--- config.mk ---
export PLATFORM = sky130hd
export DESIGN_NAME = dds_sweep_ctrl
export DESIGN_NICKNAME = d
export VERILOG_FILES = /design/src/rtl/dds_sweep_ctrl.sv
export SDC_FILE = /design/constraint.sdc
export NUM_CORES = 1
export LEC_CHECK = 0
export ABC_AREA = 1
export BUFFER_PORTS_ARGS = -buffer_cell sky130_fd_sc_hd__buf_2
export CORE_MARGIN = 2
export CORE_UTILIZATION = 60
export CTS_CLUSTER_DIAMETER = 50
export CTS_CLUSTER_SIZE = 16
export DETAILED_ROUTE_END_ITERATION = 10
export PLACE_DENSITY_LB_ADDON = 0.12
export SETUP_SLACK_MARGIN = 0.3
export SLEW_MARGIN = 10
export SYNTH_ARGS = -nofsm -noshare
export SYNTH_HDL_FRONTEND = slang
export SYNTH_SLANG_ARGS = --single-unit
--- constraint.sdc ---
create_clock -name clk -period 4.49 [get_ports clk]
set_input_delay 0.898 -clock clk [delete_from_list [all_inputs] [get_ports clk]]
set_output_delay 0.898 -clock clk [all_outputs]
set_load 0.01 [all_outputs]
--- src/rtl/dds_sweep_ctrl.sv ---
// dds_sweep_ctrl: steps the DDS tuning word from a start value to a stop
// value in fixed increments, holding each word for dwell+1 cycles.
// Supports single-shot, repeating sawtooth and triangle (bounce) sweeps
// with a start/busy/done handshake. All outputs come straight from flops.
module dds_sweep_ctrl #(
  parameter int FW = 10,
  parameter int DW = 16
) (
  input  logic          clk,
  input  logic          reset,
  input  logic          start,
  input  logic          abort,
  input  logic [FW-1:0] start_freq,
  input  logic [FW-1:0] stop_freq,
  input  logic [FW-1:0] step,
  input  logic [DW-1:0] dwell,
  input  logic [1:0]    mode,
  output logic [FW-1:0] freq_ctrl,
  output logic          freq_upd,
  output logic          busy,
  output logic          done
);

  typedef enum logic {IDLE, DWELL} state_t;

  state_t        state_reg, state_next;
  logic [DW-1:0] cnt_reg, cnt_next;
  logic [FW-1:0] freq_reg, freq_next;
  logic [FW-1:0] target_reg, target_next;
  logic          dir_up_reg, dir_up_next;
  logic          upd_reg, upd_next;
  logic          done_reg, done_next;

  // Configuration captured on an accepted start; inputs are free to move afterwards.
  logic [FW-1:0] cfg_start_reg, cfg_start_next;
  logic [FW-1:0] cfg_stop_reg, cfg_stop_next;
  logic [FW-1:0] cfg_step_reg, cfg_step_next;
  logic [DW-1:0] cfg_dwell_reg, cfg_dwell_next;
  logic [1:0]    cfg_mode_reg, cfg_mode_next;

  // Scratch values for the triangle turnaround.
  logic          tri_up;
  logic [FW-1:0] tri_target;

  // One step toward tgt, computed one bit wider so overflow (up) and borrow
  // (down) are visible; any overshoot clamps onto the target.
  function automatic logic [FW-1:0] step_toward(input logic [FW-1:0] cur,
                                                input logic          up,
                                                input logic [FW-1:0] tgt,
                                                input logic [FW-1:0] inc);
    logic [FW:0]   wide;
    logic [FW-1:0] res;
    if (up) begin
      wide = {1'b0, cur} + {1'b0, inc};
      res  = (wide > {1'b0, tgt}) ? tgt : wide[FW-1:0];
    end else begin
      wide = {1'b0, cur} - {1'b0, inc};
      res  = (wide[FW] || (wide[FW-1:0] < tgt)) ? tgt : wide[FW-1:0];
    end
    return res;
  endfunction

  // State and datapath registers, asynchronously cleared.
  always_ff @(posedge clk or posedge reset) begin
    if (reset) begin
      state_reg     <= IDLE;
      cnt_reg       <= '0;
      freq_reg      <= '0;
      target_reg    <= '0;
      dir_up_reg    <= 1'b0;
      upd_reg       <= 1'b0;
      done_reg      <= 1'b0;
      cfg_start_reg <= '0;
      cfg_stop_reg  <= '0;
      cfg_step_reg  <= '0;
      cfg_dwell_reg <= '0;
      cfg_mode_reg  <= '0;
    end else begin
      state_reg     <= state_next;
      cnt_reg       <= cnt_next;
      freq_reg      <= freq_next;
      target_reg    <= target_next;
      dir_up_reg    <= dir_up_next;
      upd_reg       <= upd_next;
      done_reg      <= done_next;
      cfg_start_reg <= cfg_start_next;
      cfg_stop_reg  <= cfg_stop_next;
      cfg_step_reg  <= cfg_step_next;
      cfg_dwell_reg <= cfg_dwell_next;
      cfg_mode_reg  <= cfg_mode_next;
    end
  end

  // Next-state logic: start acceptance, dwell countdown, stepping and end-of-sweep handling.
  always_comb begin
    state_next     = state_reg;
    cnt_next       = cnt_reg;
    freq_next      = freq_reg;
    target_next    = target_reg;
    dir_up_next    = dir_up_reg;
    upd_next       = 1'b0;
    done_next      = 1'b0;
    cfg_start_next = cfg_start_reg;
    cfg_stop_next  = cfg_stop_reg;
    cfg_step_next  = cfg_step_reg;
    cfg_dwell_next = cfg_dwell_reg;
    cfg_mode_next  = cfg_mode_reg;
    tri_up         = dir_up_reg;
    tri_target     = target_reg;

    case (state_reg)
      IDLE: begin
        if (start && !abort) begin
          cfg_start_next = start_freq;
          cfg_stop_next  = stop_freq;
          // A zero increment would never reach the target, so it behaves as 1.
          cfg_step_next  = (step == '0) ? FW'(1) : step;
          cfg_dwell_next = dwell;
          cfg_mode_next  = mode;
          dir_up_next    = (stop_freq >= start_freq);
          target_next    = stop_freq;
          freq_next      = start_freq;
          upd_next       = 1'b1;
          cnt_next       = dwell;
          state_next     = DWELL;
        end
      end

      DWELL: begin
        if (abort) begin
          state_next = IDLE;
        end else if (cnt_reg != '0) begin
          cnt_next = cnt_reg - DW'(1);
        end else if (freq_reg != target_reg) begin
          freq_next = step_toward(freq_reg, dir_up_reg, target_reg, cfg_step_reg);
          upd_next  = 1'b1;
          cnt_next  = cfg_dwell_reg;
        end else begin
          case (cfg_mode_reg)
            2'b01: begin
              // Sawtooth: jump back to the start word; no pulse if it is already there.
              freq_next = cfg_start_reg;
              upd_next  = (cfg_start_reg != freq_reg);
              cnt_next  = cfg_dwell_reg;
            end
            2'b10: begin
              // Triangle: turn around and take the first step immediately so the
              // endpoint is not held for two dwell periods.
              tri_up      = ~dir_up_reg;
              tri_target  = (target_reg == cfg_stop_reg) ? cfg_start_reg : cfg_stop_reg;
              dir_up_next = tri_up;
              target_next = tri_target;
              freq_next   = step_toward(freq_reg, tri_up, tri_target, cfg_step_reg);
              upd_next    = (freq_next != freq_reg);
              cnt_next    = cfg_dwell_reg;
            end
            default: begin
              done_next  = 1'b1;
              state_next = IDLE;
            end
          endcase
        end
      end

      default: state_next = IDLE;
    endcase
  end

  assign freq_ctrl = freq_reg;
  assign freq_upd  = upd_reg;
  assign done      = done_reg;
  assign busy      = (state_reg == DWELL);

endmodule
Yosys cells after proc, flatten, opt, wreduce, memory -nomap -nowiden
Index checks and enable logic that the tools add are counted.

Add/sub/neg operators: 3. $lt $le $gt $ge: 5. Equality and inequality tests: 13. Muxes and demuxes: 53. Bitwise logic cells: 2. Reductions and logical operators: 11.

Operators by type and width (number): two-way mux 10 bit (22); two-way mux 16 bit (5); one-hot mux 10 bit (2 select lines) (3); one-hot mux 16 bit (2 select lines) (1); != test 10 bit (3); greater-than comparator 11 x 10 -> 1 bit (2); < comparator 10 bit (2); two-way mux 1 bit (18); nonzero test 16 bit (1); subtractor 16 x 1 -> 16 bit, second input constant (1); adder 10 x 10 -> 11 bit (1); subtractor 10 x 10 -> 11 bit (1); equality test 10 bit (1); >= comparator 10 bit (1); logical NOT 10 bit (1); != test 2 bit, second input constant (4); one-hot mux 1 bit (2 select lines) (4); AND reduction 5 bit (1); != test 4 x 1 -> 1 bit, second input constant (1); != test 4 x 2 -> 1 bit, second input constant (1); AND reduction 4 bit (1); AND reduction 3 bit (1); equality test 2 x 1 -> 1 bit, second input constant (1); equality test 2 bit, second input constant (1); other kinds (7) (9).

Register bits after elaboration: 88. Output and inout port bits: 13. Logic and storage cells: 99.

Depth between registers and ports, before layout
Word-level depth: 17. Gate-level depth with buffers: 34. Gate-level depth less buffers: 33.

Worst setup path before layout
OpenSTA, ideal clock, no wires.

Kind: register to register. Start point: register freq_reg[0] (netlist: freq_ctrl[0]). End point: register upd_reg (netlist: freq_upd). Arrival time: 3.661 ns. Required time: 4.371 ns. Setup slack: 0.709 ns. Cell stages (with the launch flop): 32. Buffers on the path: 1. Period minus slack after synthesis: 3.781 ns. Cells stage by stage: dfrtp_1 -> inv_1 -> ha_1 -> fa_1 -> o31ai_2 -> nand2_1 -> o211ai_1 -> xor2_1 -> inv_1 -> ha_1 -> nand2_1 -> inv_1 -> nand3_1 -> nor2_1 -> nand2_1 -> nor2_1 -> a21oi_2 -> nand2_2 -> buf_4 -> nand3_1 -> nand2_1 -> nor2_1 -> nor2_1 -> nand2_1 -> nand2_1 -> nand2_1 -> nand2_1 -> nand2_1 -> nor2_1 -> nand3_1 -> nand2_1 -> nand2_1.

Longest elaborated chain between the ends: 16. Elaborated cells on any way between the ends: 21.

RTL lines: start, declared (line 28) `logic [FW-1:0] freq_reg, freq_next;`; start signal, assigned (line 81) `freq_reg <= freq_next;`; subtractor 10 x 10 -> 11 bit (line 57) `wide = {1'b0, cur} - {1'b0, inc};`; < comparator 10 bit (line 58) `res = (wide[FW] || (wide[FW-1:0] < tgt)) ? tgt : wide[FW-1:0];`; logical OR 1 bit (line 58); two-way mux 10 bit (line 58); two-way mux 10 bit (line 53) `if (up) begin`; two-way mux 10 bit (line 139) `case (cfg_mode_reg)`; two-way mux 10 bit (line 134) `end else if (freq_reg != target_reg) begin`; two-way mux 10 bit (line 132) `end else if (cnt_reg != '0) begin`; two-way mux 10 bit (line 130) `if (abort) begin`; two-way mux 10 bit (line 111) `case (state_reg)`; != test 10 bit (line 154) `upd_next = (freq_next != freq_reg);`; one-hot mux 1 bit (2 select lines) (line 139); two-way mux 1 bit * (line 134); two-way mux 1 bit * (line 132); two-way mux 1 bit * (line 130); one-hot mux 1 bit (2 select lines) * (line 111); named net upd_next (line 31) `logic upd_reg, upd_next;`; end signal, assigned (line 84) `upd_reg <= upd_next;`; end, declared (line 31).

The timed path passes the listed nets; every way through them passes the cells marked *. The select of a mux whose other input is x is not followed. A chain may end at the register's enable or synchronous reset.

Worst setup path after layout
Start point: register freq_reg[2] (netlist: freq_ctrl[2]). End point: register upd_reg (netlist: freq_upd).

Same word-level chain as after synthesis.

==> key figures <==
Finish
  • Area Overhead vs Synth: 14.6%
  • Register area: 2200 um^2
  • Fill cells: 1099
  • Share of layout cells above drive strength 1: 19.0%
  • Final Util: 70.7%
  • Ant. Diodes: 0
  • Final net count: 1296
  • Area of the multi-input gates: 4990 um^2

Clock tree
  • Clock transition at path regs: 0.06 ns
  • CTS Buf Count: 9
  • CTS max path bufs: 2
  • CTS root buf: clkbuf_16
  • # clock sinks: 88
  • H-tree lvl count: 3
  • CTS tree: yes
  • Worst skew pair latency: 0.34 ns

Synth
  • Number of synthesis warnings: 0
  • Area share of the largest cell type after synthesis: 28.2%
  • Cell taking the most area after synthesis: dfrtp_1
  • Ys async rst share: 100%
  • Post-synthesis sequential area ratio: 28.2%
  • Mean Syn Cell Area: 7.16 um^2
  • Count leader, synth: nand2_1
  • Post-synth EDFFs: 0
  • Top post-synthesis cells by area: dfrtp_1, nand2_1, ha_1
  • Mapped Cells: 1091
  • Ys flop type: dfrtp_1
  • Cell Area, Synth: 7810 um^2
  • Flops & latches, synth: 88
  • Post-synth cell types: 59
  • Commonest cells in the netlist: nand2_1, inv_1, dfrtp_1
  • Mapped Nets: 1213

Detailed routing
  • Vias after detailed routing: 7985
  • Starting DRT DRC Count: 742
  • Vias per inst: 5.91
  • Remaining antenna violation count after routing: 0
  • DRC: 0
  • First-pass iteration count of the detailed router: 6
  • Post-Route WL: 24700 um
  • WL/cell: 18.3 um

Worst setup path
  • Setup CP Type: flip-flop to flip-flop
  • Critical Path Source: freq_ctrl[2]
  • Critical path's largest stage delay: 0.45 ns
  • Worst R2R Path Depth: 25
  • Slowest cell on the critical path: dfrtp_1
  • Reg-to-reg setup timing slack: 0.47 ns
  • RR Endpoint: freq_upd
  • CP Data Arrival Time: 4.22 ns
  • CP startpoint kind: flip-flop
  • Crit. path cell count: 25
  • Setup crit end: freq_upd
  • Crit-path max FO: 5
  • Required time worst endpoint: 4.69 ns
  • FF-to-FF Start: freq_ctrl[2]
  • Worst Setup End Kind: flip-flop
  • Most used cell, CP: nand2_1
  • CP Buf/Inv Count: 4
  • Cell family with most CP delay: simple AND/OR/NAND/NOR gates

Global routing
  • GRT Util Overall: 35.5%
  • Largest net degree at the start of global routing: 75
  • Vias in the first global route: 7480
  • Total grt overflow: 0
  • First-pass GRT wire length: 39200 um
  • Antenna violations before repair: 0

Timing
  • Setup violations, final: 0
  • Max Clock Freq: 249 MHz
  • Relative slew slack: 48.2%
  • Worst slew pin tran: 0.778 ns
  • Pins over their slew limit: 0
  • Unrepaired setup endpoints after global routing: true
  • WHS: 0.489 ns
  • Final hold violation count: 0
  • Min Tclk post-route: 4.02 ns
  • Post-route clock period utilization: 89.5%
  • Post-Route Skew: 0.00500 ns
  • Setup TNS: 0 ns

Power
  • P_leak: 0.00453 uW
  • Pwr Total: 7180 uW
  • PwrDens: 802 nW/um^2
  • Peak VDD IR: 0.324 mV

Worst hold path
  • Min-delay worst type: flip-flop to flip-flop

Die
  • Starting Density: 61.6%
  • Die X: 118 um
  • Io pins: 65
  • Core Region: 12700 um^2
  • Die Y: 118 um
  • FP Rows: 41
  • Full die area: 13900 um^2

Placed design
  • Port bufs: 64
  • RePlAce Congestion: 0.997
  • Final HPWL DP: 18900 um

Job
  • Number of max-cap violations: 0

Outcome
  • Status: finished, final reports clean
-- timing repair --
item                       in CTS  in global routing
gates cloned                    0                  3
hold buffers                    0                  0
gates resized for setup         2                 32
setup endpoints to repair       2                 11
pin swaps                       0                  7
setup buffers                   0                  5
-- layout by cell type, fill, tap and decap left out, types with 3 or more instances in the layout --
cell | synthesis | routed
clkbuf_16 | 0 | 9
nand2_4 | 3 | 4
nand3_1 | 62 | 60
dfrtp_1 | 88 | 86
nand2_2 | 8 | 10
o21bai_1 | 4 | 4
ha_4 | 0 | 3
a21boi_0 | 3 | 3
o21ai_1 | 5 | 12
nand4_1 | 9 | 9
inv_1 | 140 | 138
a31oi_1 | 5 | 5
nand3_2 | 3 | 5
nor3_1 | 10 | 9
a22oi_1 | 20 | 20
nor2_1 | 75 | 73
nand2_1 | 234 | 232
o211ai_1 | 23 | 23
o22ai_1 | 12 | 12
nor2_2 | 4 | 6
o21ai_0 | 86 | 79
xor2_1 | 20 | 19
a21oi_1 | 81 | 81
xnor2_1 | 4 | 4
clkinv_1 | 3 | 3
nor2_4 | 4 | 4
nor4_1 | 7 | 7
ha_2 | 0 | 6
buf_2 | 4 | 64
inv_2 | 14 | 15
buf_4 | 4 | 43
mux2_2 | 24 | 24
ha_1 | 68 | 59
-- power breakdown --
part           internal [uW]  switching, uW
registers                988            226
logic                   1930           3260
clock network            459            311
total                   3380           3800
-- worst min path at each step --
stage,from,to,slack (ns),cells after the start
after floorplan,cfg_dwell_reg[10],cfg_dwell_reg[10],0.45,2
after global placement,cfg_dwell_reg[10],cfg_dwell_reg[10],0.46,2
after detailed placement,cfg_dwell_reg[10],cfg_dwell_reg[10],0.47,2
after CTS,cfg_dwell_reg[10],cfg_dwell_reg[10],0.48,2
after global routing,cfg_dwell_reg[10],cfg_dwell_reg[10],0.52,2
final,cfg_dwell_reg[10],cfg_dwell_reg[10],0.49,2
-- kinds of logic (layout without fill, tap and decap cells) --
kind of cell | after synthesis | after routing | synth area share (%)
mux | 24 | 24 | 3.46
xor+xnor | 25 | 25 | 2.90
fa+ha+maj | 70 | 70 | 11.4
flops | 88 | 88 | 28.2
buf+inv | 196 | 280 | 9.85
simple gates | 428 | 431 | 24.6
compound gates | 260 | 260 | 19.6
-- final cells by class --
cell class | instances | area share, %
Tap cell | 172 | 2.40
Clock buffer | 11 | 2.82
Multi-Input combinational cell | 810 | 55.7
Timing Repair Buffer | 107 | 7.18
Inverter | 158 | 6.67
Clock inverter | 4 | 0.601
Sequential cell | 88 | 24.6
-- metrics by stage --
step / setup slack (ns) / instance area (um^2) / instances
after floorplan: 0.709 / 7810 / 1091
after global placement: 0.283 / 8460 / 1327
after detailed placement: 0.226 / 8460 / 1327
after CTS: 0.320 / 8770 / 1342
after global routing: 0.281 / 8950 / 1350
final: 0.471 / 8950 / 1350
-- layer usage --
layer / routed length, um / track usage [%]
met5: 0 / 0
met4: 993 / 14.1
met3: 2050 / 4.99
met2: 11800 / 59.3
met1: 9860 / 46.4
-- worst reg2reg max path: cells and delay by family (launching register included) --
family | cells | cell delay (ns)
AND/OR/NAND/NOR | 14 | 1.63
flip-flops | 1 | 0.45
XOR/XNOR | 1 | 0.08
buffers and inverters | 4 | 0.66
adder cells (fa/ha/maj) | 2 | 0.52
AO/OA/AOI/OAI | 4 | 0.53
Note: power is estimated with default switching activity, not from simulation.
